--- src/rtl/dnu_lut_update_ctrl.sv ---
// dnu_lut_update_ctrl: loads a new DNU LUT set into the inactive frame, then swaps the read frame
// Ports:
//   write_clk, rstn      sole clock (rising edge), asynchronous active-low reset
//   update_req           one-cycle request to start loading a new LUT set
//   src_valid/src_data   source LUT word (MSB part = bank0), accepted while src_ready is high
//   src_ready            high only while loading
//   swap_en              decoder permits swapping the read frame
//   page_addr_ram        registered write address {write frame, page index}
//   ram_write_data_1     registered write word
//   ib_ram_we            write enable, one cycle after each accepted beat
//   read_addr_offset     active read frame
//   update_busy          high whenever a load or swap is pending
//   update_done          one-cycle pulse when the read frame swaps
//   req_drop             one-cycle pulse when an update_req is ignored
module dnu_lut_update_ctrl #(
   parameter int ENTRY_ADDR    = 7,
   parameter int BANK_NUM      = 2,
   parameter int LUT_PORT_SIZE = 1,
   parameter int PAGE_NUM      = 2**(ENTRY_ADDR-1)
) (
   input  logic                              write_clk,
   input  logic                              rstn,
   input  logic                              update_req,
   input  logic                              src_valid,
   input  logic [LUT_PORT_SIZE*BANK_NUM-1:0] src_data,
   output logic                              src_ready,
   input  logic                              swap_en,
   output logic [ENTRY_ADDR-1:0]             page_addr_ram,
   output logic [LUT_PORT_SIZE*BANK_NUM-1:0] ram_write_data_1,
   output logic                              ib_ram_we,
   output logic                              read_addr_offset,
   output logic                              update_busy,
   output logic                              update_done,
   output logic                              req_drop
);
   localparam int PW = ENTRY_ADDR-1;
   localparam int DW = LUT_PORT_SIZE*BANK_NUM;
   localparam logic [1:0] IDLE      = 2'd0;
   localparam logic [1:0] LOAD      = 2'd1;
   localparam logic [1:0] WAIT_SWAP = 2'd2;
   logic [1:0]    state_q, state_d;
   logic [PW-1:0] page_q, page_d;
   logic [ENTRY_ADDR-1:0] addr_q, addr_d;
   logic [DW-1:0] data_q, data_d;
   logic          wframe_q, wframe_d, rd_off_q, rd_off_d;
   logic          we_q, we_d, done_q, done_d, drop_q, drop_d;
   logic          accept, last;
   assign src_ready        = state_q == LOAD;
   assign update_busy      = state_q != IDLE;
   assign accept           = src_valid & src_ready;
   assign last             = page_q == PW'(PAGE_NUM-1);
   assign page_addr_ram    = addr_q;
   assign ram_write_data_1 = data_q;
   assign ib_ram_we        = we_q;
   assign read_addr_offset = rd_off_q;
   assign update_done      = done_q;
   assign req_drop         = drop_q;
   always_comb begin
      state_d  = state_q;
      page_d   = page_q;
      wframe_d = wframe_q;
      rd_off_d = rd_off_q;
      addr_d   = addr_q;
      data_d   = data_q;
      we_d     = 1'b0;
      done_d   = 1'b0;
      // any request while busy (including the swap cycle itself) is dropped
      drop_d   = update_req & (state_q != IDLE);
      case (state_q)
         IDLE: if (update_req) begin
            state_d  = LOAD;
            page_d   = '0;
            // always write the frame the decoder is not reading
            wframe_d = ~rd_off_q;
         end
         LOAD: if (accept) begin
            we_d    = 1'b1;
            addr_d  = {wframe_q, page_q};
            data_d  = src_data;
            page_d  = last ? '0 : page_q + PW'(1);
            state_d = last ? WAIT_SWAP : LOAD;
         end
         WAIT_SWAP: if (swap_en) begin
            state_d  = IDLE;
            rd_off_d = ~rd_off_q;
            done_d   = 1'b1;
         end
         default: state_d = IDLE;
      endcase
   end
   always_ff @(posedge write_clk or negedge rstn) begin
      if (!rstn) begin
         state_q  <= IDLE;
         page_q   <= '0;
         wframe_q <= 1'b0;
         rd_off_q <= 1'b0;
         addr_q   <= '0;
         data_q   <= '0;
         we_q     <= 1'b0;
         done_q   <= 1'b0;
         drop_q   <= 1'b0;
      end else begin
         state_q  <= state_d;
         page_q   <= page_d;
         wframe_q <= wframe_d;
         rd_off_q <= rd_off_d;
         addr_q   <= addr_d;
         data_q   <= data_d;
         we_q     <= we_d;
         done_q   <= done_d;
         drop_q   <= drop_d;
      end
   end
endmodule

--- config.mk ---
export PLATFORM = sky130hd
export DESIGN_NAME = dnu_lut_update_ctrl
export DESIGN_NICKNAME = d
export VERILOG_FILES = /design/src/rtl/dnu_lut_update_ctrl.sv
export SDC_FILE = /design/constraint.sdc
export NUM_CORES = 1
export LEC_CHECK = 0
export CAP_MARGIN = 20
export CORE_UTILIZATION = 45
export CTS_BUF_LIST = sky130_fd_sc_hd__clkbuf_8
export DETAILED_ROUTE_END_ITERATION = 8
export PLACE_DENSITY = 0.85
export SYNTH_ARGS = -nofsm -noshare
export SYNTH_HDL_FRONTEND = slang
export SYNTH_SLANG_ARGS = --single-unit
export TNS_END_PERCENT = 10
--- constraint.sdc ---
create_clock -name write_clk -period 1.2 [get_ports write_clk]
set_input_delay 0.24 -clock write_clk [delete_from_list [all_inputs] [get_ports write_clk]]
set_output_delay 0.24 -clock write_clk [all_outputs]
set_load 0.005 [all_outputs]
# Word-level counts from Yosys, hierarchy flattened

Index checks and enable logic that the tools add are counted.

Add/sub/neg operators: 1
Equality and inequality tests: 6
Muxes and demuxes: 13
Bitwise logic cells: 3
Reduce and logical (&&, ||, !) cells: 8

Operators by type and width:

| kind                | count |
|---|---|
| $mux 6              | 3 |
| $pmux 6 s2          | 1 |
| $mux 2              | 4 |
| $add 6x1->6 const B | 1 |
| $eq 6x6->1 const B  | 1 |
| $pmux 2 s3          | 1 |
| $reduce_and 2->1    | 3 |
| $reduce_and 3->1    | 2 |
| $mux 1              | 4 |
| $ne 2x2->1 const B  | 2 |
| $reduce_bool 2->1   | 2 |
| $and 1x1->1         | 2 |
| $eq 2x1->1 const B  | 1 |
| $eq 2x2->1 const B  | 1 |
| $logic_not 2->1     | 1 |
| $ne 2x1->1 const B  | 1 |
| $not 1->1           | 1 |

Register bits after elaboration: 22
Bits of input ports: 7
Output and inout bits: 15
Word-level logic and storage cells: 40

# Logic depth before layout (Yosys ltp)

Gate-level depths: netlist of run 1.

Depth in word-level cells: 4
Mapped depth: 6
Depth with buffers taken out: 4

# Worst setup path before layout of run 1

OpenSTA, ideal clock, no wires.

Kind: register to register
Start point: reg state_q[0]
End point: reg page_q[5]
Library setup time: 0.124 ns
Data arrival time: 1.194 ns
Required time: 1.076 ns
Setup slack: -0.118 ns
Cell stages (with the launch flop): 5
Path buffers: 1
Period minus slack after synthesis: 1.318 ns
Cell sequence: dfrtp_1 -> buf_6 -> mux2i_2 -> a211o_1 -> a211o_1

Longest elaborated chain between the ends: 4
Elaborated cells between the ends (all ways): 8
Those cells by class: 3 x eq/ne; 1 x mux; 1 x bitwise; 3 x reduce/logical

RTL lines:

| what                              | line   | RTL |
|---|---|---|
| from (decl)                       | 41     | `logic [1:0] state_q, state_d;` |
| from (signal assigned)            | 103    | `state_q <= state_d;` |
| $eq 2x1->1                        | 48, 69 |  |
| $and 1x1->1                       | 50     | `assign accept = src_valid & src_ready;` |
| $ne 2x1->1 (no source line)       | --     |  |
| $reduce_and 3->1 (no source line) | --     |  |
| to (signal assigned)              | 104    | `page_q <= page_d;` |
| to (decl)                         | 42     | `logic [PW-1:0] page_q, page_d;` |

Parallel ways exist; a longest one is shown, timed or not.
A chain may end at the register's enable or synchronous reset.

# Worst setup path after layout of run 1

Same ends and word-level chain as after synthesis.

==> results of run 1 <==
==> cells in the mapped netlist (all sizes together) <==
cell type	count
nand3b	1
o211ai	1
nand3	3
or2	1
mux2i	1
o32ai	1
a21oi	2
a311oi	1
nor2b	1
buf	2
and3	1
xor2	1
o31ai	3
nor3b	1
nor2	3
ha	1
and2	1
dfrtp	22
nor3	2
a21o	1
clkbuf	2
o2111ai	1
o21ai	4
inv	3
nor4	1
nand4	1
a211o	3
nand2b	1
nand2	30
==> power by group <==
part | internal [W] | total (W) | switching [W]
sequential | 0.000999 | 0.00118 | 0.000182
clock | 0.000292 | 0.000515 | 0.000223
combinational | 0.000713 | 0.00136 | 0.000649
total | 0.00200 | 0.00306 | 0.00106
==> cells by family (layout without fill, tap and decap cells) <==
group / count (synthesis) / count (layout) / share of synthesized area, %
AOI/OAI and AO/OA: 17 / 17 / 12.60
adders and majority gates: 1 / 1 / 1.312
muxes: 1 / 1 / 1.443
xor gates and xnor gates: 1 / 1 / 0.9188
buffers and inverters: 7 / 49 / 3.674
DFF: 22 / 22 / 57.74
and+or+nand+nor: 47 / 47 / 22.31
==> per-layer routing <==
layer	part of all wire, %	vias to the layer above
met4	4.3	0
met1	39	411
met5	0	-
met3	5.6	15
li1	-	412
met2	51	52
==> cells in the final DEF, fill, tap and decap left out, types with 3 or more instances in the layout <==
| cell | Yosys | final |
|---|---|---|
| sky130_fd_sc_hd__o31ai_1 | 3 | 3 |
| sky130_fd_sc_hd__clkbuf_8 | 0 | 4 |
| sky130_fd_sc_hd__nand2_1 | 30 | 23 |
| sky130_fd_sc_hd__clkdlybuf4s50_1 | 0 | 6 |
| sky130_fd_sc_hd__a211o_1 | 3 | 3 |
| sky130_fd_sc_hd__dlygate4sd2_1 | 0 | 13 |
| sky130_fd_sc_hd__dfrtp_1 | 22 | 22 |
| sky130_fd_sc_hd__buf_6 | 1 | 5 |
| sky130_fd_sc_hd__nand2_2 | 0 | 7 |
| sky130_fd_sc_hd__buf_4 | 0 | 15 |
==> registers in the layout (all words and copies together), names as in the netlist <==
register / flops
req_drop: 1
state_q: 2
wframe_q: 1
page_addr_ram: 7
ib_ram_we: 1
page_q: 6
ram_write_data_1: 2
update_done: 1
read_addr_offset: 1
==> area by class of cell <==
class | instances | area (um^2) | area share (%)
clock buffer | 4 | 55.05 | 3.793
timing repair buffer | 42 | 372.9 | 25.69
multi-input combinational | 67 | 427.9 | 29.48
tap | 27 | 33.78 | 2.328
inverter | 3 | 11.26 | 0.7759
sequential | 22 | 550.5 | 37.93
==> repair_timing <==
| action | 4_1_cts | 5_1_grt |
|---|---|---|
| pin swaps | 3 | 1 |
| endpoints found under the setup margin | 31 | 22 |
| setup buffers | 4 | 0 |
| resized for setup | 32 | 11 |
==> worst max-delay path, delay by kind of cell (launching register included) <==
| kind | cells | cell delay (ns) |
|---|---|---|
| mux | 1 | 0.18 |
| buf+inv | 2 | 0.26 |
| flops | 1 | 0.43 |
| compound gates | 2 | 0.48 |
==> stage by stage <==
stage               area, um^2  hold slack [ns]  worst slack, ns  instances
CTS                       1430           0.3298          -0.2409        165
global route              1451           0.3400          -0.2974        165
global placement          1330           0.4574          -0.2889        157
detailed placement        1330           0.4617          -0.3287        157
floorplan                969.7         -0.05559         -0.05799         96
finish                    1451           0.3308          -0.2538        165
==> worst max-delay path by stage <==
stage | from | endpoint | slack (ns) | cells past startpoint
floorplan | state_q[0] | page_q[5] | -0.06 | 4
finish | state_q[0] | page_q[5] | -0.25 | 5
detailed placement | update_req | page_q[5] | -0.33 | 4
CTS | state_q[0] | page_q[5] | -0.24 | 5
global placement | update_req | page_q[5] | -0.29 | 4
global route | state_q[0] | page_q[5] | -0.30 | 5
==> qor.json, run 1 <==
{
  "status": {"value": "finished with violations"},
  "failed_checks": {"value": "setup timing"},
  "vias": {"value": 890},
  "maxSlewHeadroom": {"value": 80.72, "unit": "%"},
  "worstPathCellList": {"value": "buf_6 > buf_6 > mux2i_4 > a211o_1 > a211o_1"},
  "worst_ep_arrival_time": {"value": 1.60, "unit": "ns"},
  "post-route-drc-count": {"value": 0},
  "gpl.final_weighted_congestion": {"value": 0.9258},
  "fmaxAchievable": {"value": 0.6878, "unit": "GHz"},
  "routedWlPerCell": {"value": 14.59, "unit": "um"},
  "post_drt_via_cell_ratio": {"value": 5.394},
  "rsz0062_at_grt": {"value": "true"},
  "rrSetupSlack": {"value": -0.25, "unit": "ns"},
  "grt_max_degree": {"value": 23},
  "filler_cell_count": {"value": 128},
  "first_global_vias": {"value": 859},
  "core": {"value": 0.001982, "unit": "mm^2"},
  "gr-usage-met1": {"value": 25.35, "unit": "%"},
  "p_leak": {"value": 0.7046, "unit": "nW"},
  "use_met2": {"value": 44.32, "unit": "%"},
  "synth_top_area_share": {"value": 57.74, "unit": "%"},
  "finish.net_count": {"value": 147},
  "fin_setup_tns": {"value": -2.515, "unit": "ns"},
  "synth_warnings": {"value": 0},
  "io_buffer_count": {"value": 21},
  "floorplan.die_area": {"value": 0.002307, "unit": "mm^2"},
  "clk_latency": {"value": 0.26, "unit": "ns"},
  "worst_margin_pin_slew": {"value": 0.2866, "unit": "ns"},
  "drv_cap": {"value": 0},
  "ios": {"value": 22},
  "critPathSlowestCell": {"value": "sky130_fd_sc_hd__dfrtp_1"},
  "cts_tree": {"value": "yes"},
  "clock_skew": {"value": 0.001729, "unit": "ns"},
  "post_synth_inst_count": {"value": 96},
  "clock_path_buffers": {"value": 2},
  "post-layout-total-power": {"value": 0.003059, "unit": "W"},
  "cts_made_buffers": {"value": 3},
  "layout-drive-gt1-share": {"value": 32.61, "unit": "%"},
  "post_synth_num_cell_types": {"value": 31},
  "slew_viol_final": {"value": 0},
  "antenna_found_initial": {"value": 0},
  "crit_fanout": {"value": 4},
  "synthesis.area": {"value": 953.4, "unit": "um^2"},
  "cts.htree.levels": {"value": 1},
  "global_route_wire_length_before_repair": {"value": 3657, "unit": "um"},
  "required": {"value": 1.35, "unit": "ns"},
  "finalWorstSetupSlack": {"value": -0.2538, "unit": "ns"},
  "hold_path.class": {"value": "in -> async"},
  "placement_row_count": {"value": 16},
  "die_height": {"value": 48.03, "unit": "um"},
  "drt.antenna.violating_nets": {"value": 0},
  "clock_sinks": {"value": 22},
  "total_of_endpoints_with_negative_setup_slack_in_the_final_report": {"value": 20},
  "timing.critical_path.from_type": {"value": "register"},
  "detail_route.first_pass.iterations": {"value": 4},
  "final.min_clock_period": {"value": 1.454, "unit": "ns"},
  "power.ir.vdd_worst": {"value": 0.001322, "unit": "V"},
  "diodes_inserted": {"value": 0},
  "drt_first_iter_violations": {"value": 20},
  "dp_wirelength": {"value": 1605, "unit": "um"},
  "global_routing_met3_resource_utilization": {"value": 5.660, "unit": "%"},
  "timing.critical_path.slowest_cell_delay": {"value": 0.43, "unit": "ns"},
  "start_util": {"value": 48.11, "unit": "%"},
  "grt_use_total": {"value": 23.58, "unit": "%"},
  "worstSetupPathType": {"value": "reg -> reg"},
  "ff2ff_path_depth": {"value": 5},
  "synthToLayoutAreaGrowth": {"value": 52.23, "unit": "%"},
  "busiest_layer": {"value": "met2"},
  "power_per_cell_area": {"value": 2108, "unit": "mW/mm^2"},
  "synth_fp_nets": {"value": 104},
  "regToRegStartpoint": {"value": "state_q[0]"},
  "worst_setup_path_end_kind": {"value": "register"},
  "clk_slew_on_worst_s_h_paths": {"value": 0.07, "unit": "ns"},
  "post_cts_hold_buffer_count": {"value": 0},
  "cts.root.buffer_cell": {"value": "sky130_fd_sc_hd__clkbuf_8"},
  "finish.utilization": {"value": 73.23, "unit": "%"},
  "worstReg2RegEnd": {"value": "page_q[5]"},
  "yosys-top-cells-area": {"value": "sky130_fd_sc_hd__dfrtp_1 (58%), sky130_fd_sc_hd__nand2_1 (12%), sky130_fd_sc_hd__a211o_1 (2.8%), sky130_fd_sc_hd__o31ai_1 (2.4%), sky130_fd_sc_hd__o21ai_0 (2.1%)"},
  "yosysSeqAreaShare": {"value": 57.74, "unit": "%"},
  "totalWireLength": {"value": 2408, "unit": "um"},
  "netlist.top_cell.by_area": {"value": "sky130_fd_sc_hd__dfrtp_1"},
  "syn_area_per_cell": {"value": 9.931, "unit": "um^2"},
  "finalHoldViolations": {"value": 0},
  "die-width": {"value": 48.03, "unit": "um"},
  "layout_worst_path_cycle_share": {"value": 121.2, "unit": "%"},
  "global_route.overflow_total": {"value": 0},
  "synth_seq_cells": {"value": 22}
}
No activity file was read; power rests on OpenSTA's default activity.
==> inputs of run 2 (changes only) <==
--- a/config.mk
+++ b/config.mk
@@ -6,10 +6,10 @@
 export NUM_CORES = 1
 export LEC_CHECK = 0
 export CAP_MARGIN = 20
-export CORE_UTILIZATION = 45
+export CORE_UTILIZATION = 54
 export CTS_BUF_LIST = sky130_fd_sc_hd__clkbuf_8
 export DETAILED_ROUTE_END_ITERATION = 8
-export PLACE_DENSITY = 0.85
+export PLACE_DENSITY = 0.94
 export SYNTH_ARGS = -nofsm -noshare
 export SYNTH_HDL_FRONTEND = slang
 export SYNTH_SLANG_ARGS = --single-unit
==> constraint.sdc (replaced) <==
create_clock -name write_clk -period 1.85 [get_ports write_clk]
set_input_delay 0.37 -clock write_clk [delete_from_list [all_inputs] [get_ports write_clk]]
set_output_delay 0.37 -clock write_clk [all_outputs]
set_load 0.005 [all_outputs]
==> qor.json, run 2 (same netlist as run 1, synthesis figures left out) <==
{
  "worst_setup_path_end_kind": {"value": "primary output"},
  "cts.root.buffer_cell": {"value": "sky130_fd_sc_hd__clkbuf_8"},
  "clock_path_buffers": {"value": 2, "change": "unchanged"},
  "status": {"value": "finished with violations"},
  "post_cts_hold_buffer_count": {"value": 0, "change": "unchanged"},
  "grt_max_degree": {"value": 23, "change": "unchanged"},
  "die_height": {"value": 44.02, "unit": "um", "change": "-8.3%"},
  "core": {"value": 0.001577, "unit": "mm^2", "change": "-20%"},
  "vias": {"value": 821, "change": "-7.8%"},
  "seq_power_share": {"value": 45.3, "unit": "%", "change": "+6.7 points"},
  "critPathSlowestCell": {"value": "sky130_fd_sc_hd__clkdlybuf4s50_1"},
  "floorplan.die_area": {"value": 0.001938, "unit": "mm^2", "change": "-16%"},
  "hold_path.class": {"value": "in -> async"},
  "placement_row_count": {"value": 14, "change": "-2"},
  "grt_use_total": {"value": 25.41, "unit": "%", "change": "+1.8 points"},
  "failed_checks": {"value": "DRC"},
  "dp_wirelength": {"value": 1424, "unit": "um", "change": "-11%"},
  "ios": {"value": 22, "change": "unchanged"},
  "global_route.overflow_total": {"value": 0, "change": "unchanged"},
  "clock_skew": {"value": 0.0007591, "unit": "ns", "change": "-0.0009697 ns"},
  "fin_setup_tns": {"value": 0, "unit": "ns", "change": "+2.515 ns"},
  "timing.critical_path.slowest_cell_delay": {"value": 0.53, "unit": "ns", "change": "+0.10 ns"},
  "post-layout-total-power": {"value": 0.001778, "unit": "W", "change": "-42%"},
  "finalHoldViolations": {"value": 0, "change": "unchanged"},
  "post-route-drc-count": {"value": 2, "change": "+2"},
  "worstSetupPathType": {"value": "reg -> out"},
  "cts_tree": {"value": "yes"},
  "fmaxAchievable": {"value": 0.5589, "unit": "GHz"},
  "finish.net_count": {"value": 134, "change": "-8.8%"},
  "cts.htree.levels": {"value": 1, "change": "unchanged"},
  "drt_first_iter_violations": {"value": 31, "change": "+55%"},
  "p_leak": {"value": 0.5830, "unit": "nW", "change": "-17%"},
  "global_route_wire_length_before_repair": {"value": 3553, "unit": "um", "change": "-2.8%"},
  "net_switching": {"value": 0.0006007, "unit": "W", "change": "-43%"},
  "rsz0062_at_grt": {"value": "false"},
  "clk_slew_on_worst_s_h_paths": {"value": 0.07, "unit": "ns", "change": "about the same"},
  "crit_fanout": {"value": 4, "change": "unchanged"},
  "first_global_vias": {"value": 766, "change": "-11%"},
  "power.ir.vdd_worst": {"value": 0.0007339, "unit": "V", "change": "-44%"},
  "layout_worst_path_cycle_share": {"value": 96.72, "unit": "%"},
  "maxSlewHeadroom": {"value": 72.63, "unit": "%", "change": "-8.1 points"},
  "detail_route.first_pass.iterations": {"value": 6, "change": "+2"},
  "required": {"value": 1.48, "unit": "ns", "change": "+0.13 ns"},
  "total_of_endpoints_with_negative_setup_slack_in_the_final_report": {"value": 0, "change": "-100%"},
  "io_buffer_count": {"value": 21, "change": "unchanged"},
  "layout-drive-gt1-share": {"value": 12.90, "unit": "%", "change": "-20 points"},
  "power_frac_clock": {"value": 15.5, "unit": "%", "change": "-1.3 points"},
  "cts_made_buffers": {"value": 3, "change": "unchanged"},
  "power_per_cell_area": {"value": 1402, "unit": "mW/mm^2", "change": "-33%"},
  "worst_margin_pin_slew": {"value": 0.4026, "unit": "ns", "change": "+0.1160 ns"},
  "number_of_flip_flops_in_the_largest_register": {"value": 7, "change": "unchanged"},
  "antenna_found_initial": {"value": 0, "change": "unchanged"},
  "share_comb_of_total_power": {"value": 39.2, "unit": "%", "change": "-5.3 points"},
  "synthToLayoutAreaGrowth": {"value": 32.94, "unit": "%"},
  "die-width": {"value": 44.02, "unit": "um", "change": "-8.3%"},
  "drv_cap": {"value": 0, "change": "unchanged"},
  "slew_viol_final": {"value": 0, "change": "unchanged"},
  "clk_latency": {"value": 0.25, "unit": "ns", "change": "about the same"},
  "timing.critical_path.from_type": {"value": "register"},
  "worstPathCellList": {"value": "nor2b_2 > clkdlybuf4s50_1"},
  "p_sw_share": {"value": 33.80, "unit": "%", "change": "-0.69 points"},
  "layout_commonest_cell": {"value": "sky130_fd_sc_hd__nand2_1"},
  "diodes_inserted": {"value": 0, "change": "unchanged"},
  "final.min_clock_period": {"value": 1.789, "unit": "ns"},
  "gpl.final_weighted_congestion": {"value": 0.8430, "change": "-8.9%"},
  "routedWlPerCell": {"value": 14.68, "unit": "um", "change": "+0.58%"},
  "clock_sinks": {"value": 22, "change": "unchanged"},
  "start_util": {"value": 60.48, "unit": "%", "change": "+12 points"},
  "worst_ep_arrival_time": {"value": 1.42, "unit": "ns", "change": "-0.18 ns"},
  "totalWireLength": {"value": 2055, "unit": "um", "change": "-15%"},
  "post_drt_via_cell_ratio": {"value": 5.864, "change": "+8.7%"},
  "layout.cells.most_common_list": {"value": "sky130_fd_sc_hd__nand2_1 (30), sky130_fd_sc_hd__dfrtp_1 (21), sky130_fd_sc_hd__clkdlybuf4s50_1 (20)"},
  "power_report.internal_total": {"value": 0.001177, "unit": "W", "change": "-41%"},
  "drt.antenna.violating_nets": {"value": 0, "change": "unchanged"}
}
-- run 2: cell types whose count changed in the layout (fill, tap and decap cells not counted), moves of 2 or more --
cell,delta
sky130_fd_sc_hd__buf_4,-7
sky130_fd_sc_hd__buf_6,-5
sky130_fd_sc_hd__nor3_1,+2
sky130_fd_sc_hd__dlygate4sd2_1,-13
sky130_fd_sc_hd__nor3_2,-2
sky130_fd_sc_hd__o21ai_1,-2
sky130_fd_sc_hd__nand2_1,+7
sky130_fd_sc_hd__nand2_2,-7
sky130_fd_sc_hd__o21ai_0,+3
sky130_fd_sc_hd__clkdlybuf4s50_1,+14
-- run 2: worst paths after layout --
path                                       start                to  slack [ns]  cells after the start
worst max-delay path                  state_q[1]         src_ready        0.06                      2
worst min-delay path                        rstn          wframe_q        0.46                      2
worst max register to register        state_q[0]         page_q[5]        0.25                      5
worst min register to register  page_addr_ram[4]  page_addr_ram[4]        0.47                      2
max in group asynchronous                   rstn        state_q[1]        1.15                      2
min in group write_clk          page_addr_ram[4]  page_addr_ram[4]        0.47                      2
-- run 2: metal layers --
layer	vias up	part of all wire [%]	global-route usage, %
met5	-	0	0
met4	0	1.9	10.91
met3	6	4.8	3.673
met2	33	50	42.06
met1	396	43	33.52
li1	386	-	-
-- run 2: cell type report --
class	instances	area [um^2]
flip-flops and latches	22	551.8
multi-input cells	67	370.4
fillers	89	309.0
repair buffers	29	272.8
clock buffers	3	41.29
well taps	16	20.02
inverters	3	11.26
-- run 2: critical path: cells and delay by family, from the launching register on --
family / cells / cell delay, ns
buffers and inverters: 1 / 0.53
DFF: 1 / 0.44
and+or+nand+nor: 1 / 0.20
-- run 2: power by group through the flow --
stage               clock (W)  combinational [W]  sequential [W]
floorplan                   0           0.000345        0.000785
global placement            0           0.000635        0.000794
detailed placement          0           0.000671        0.000812
CTS                  0.000288           0.000683        0.000803
global route         0.000298           0.000775        0.000828
finish               0.000276           0.000697        0.000805
-- run 2: per-stage QoR --
stage          hold slack, ns  setup slack [ns]  instance area, um^2  instances  utilization (%)
2_1_floorplan         0.07441            0.5316                953.4         96                -
3_3_place_gp           0.4548            0.1497                 1197        134            75.95
3_5_place_dp           0.4613            0.1000                 1197        134            75.95
4_1_cts                0.4596           0.02566                 1257        139            79.76
5_1_grt                0.4991           0.03265                 1267        140            80.40
6_report               0.4621           0.06070                 1267        140            80.40
-- run 2: repair_timing --
item	CTS	global route
resized for setup	2	1
pin swaps	0	0
endpoints found under the setup margin	2	1
gates cloned	0	0
buffers inserted	2	1
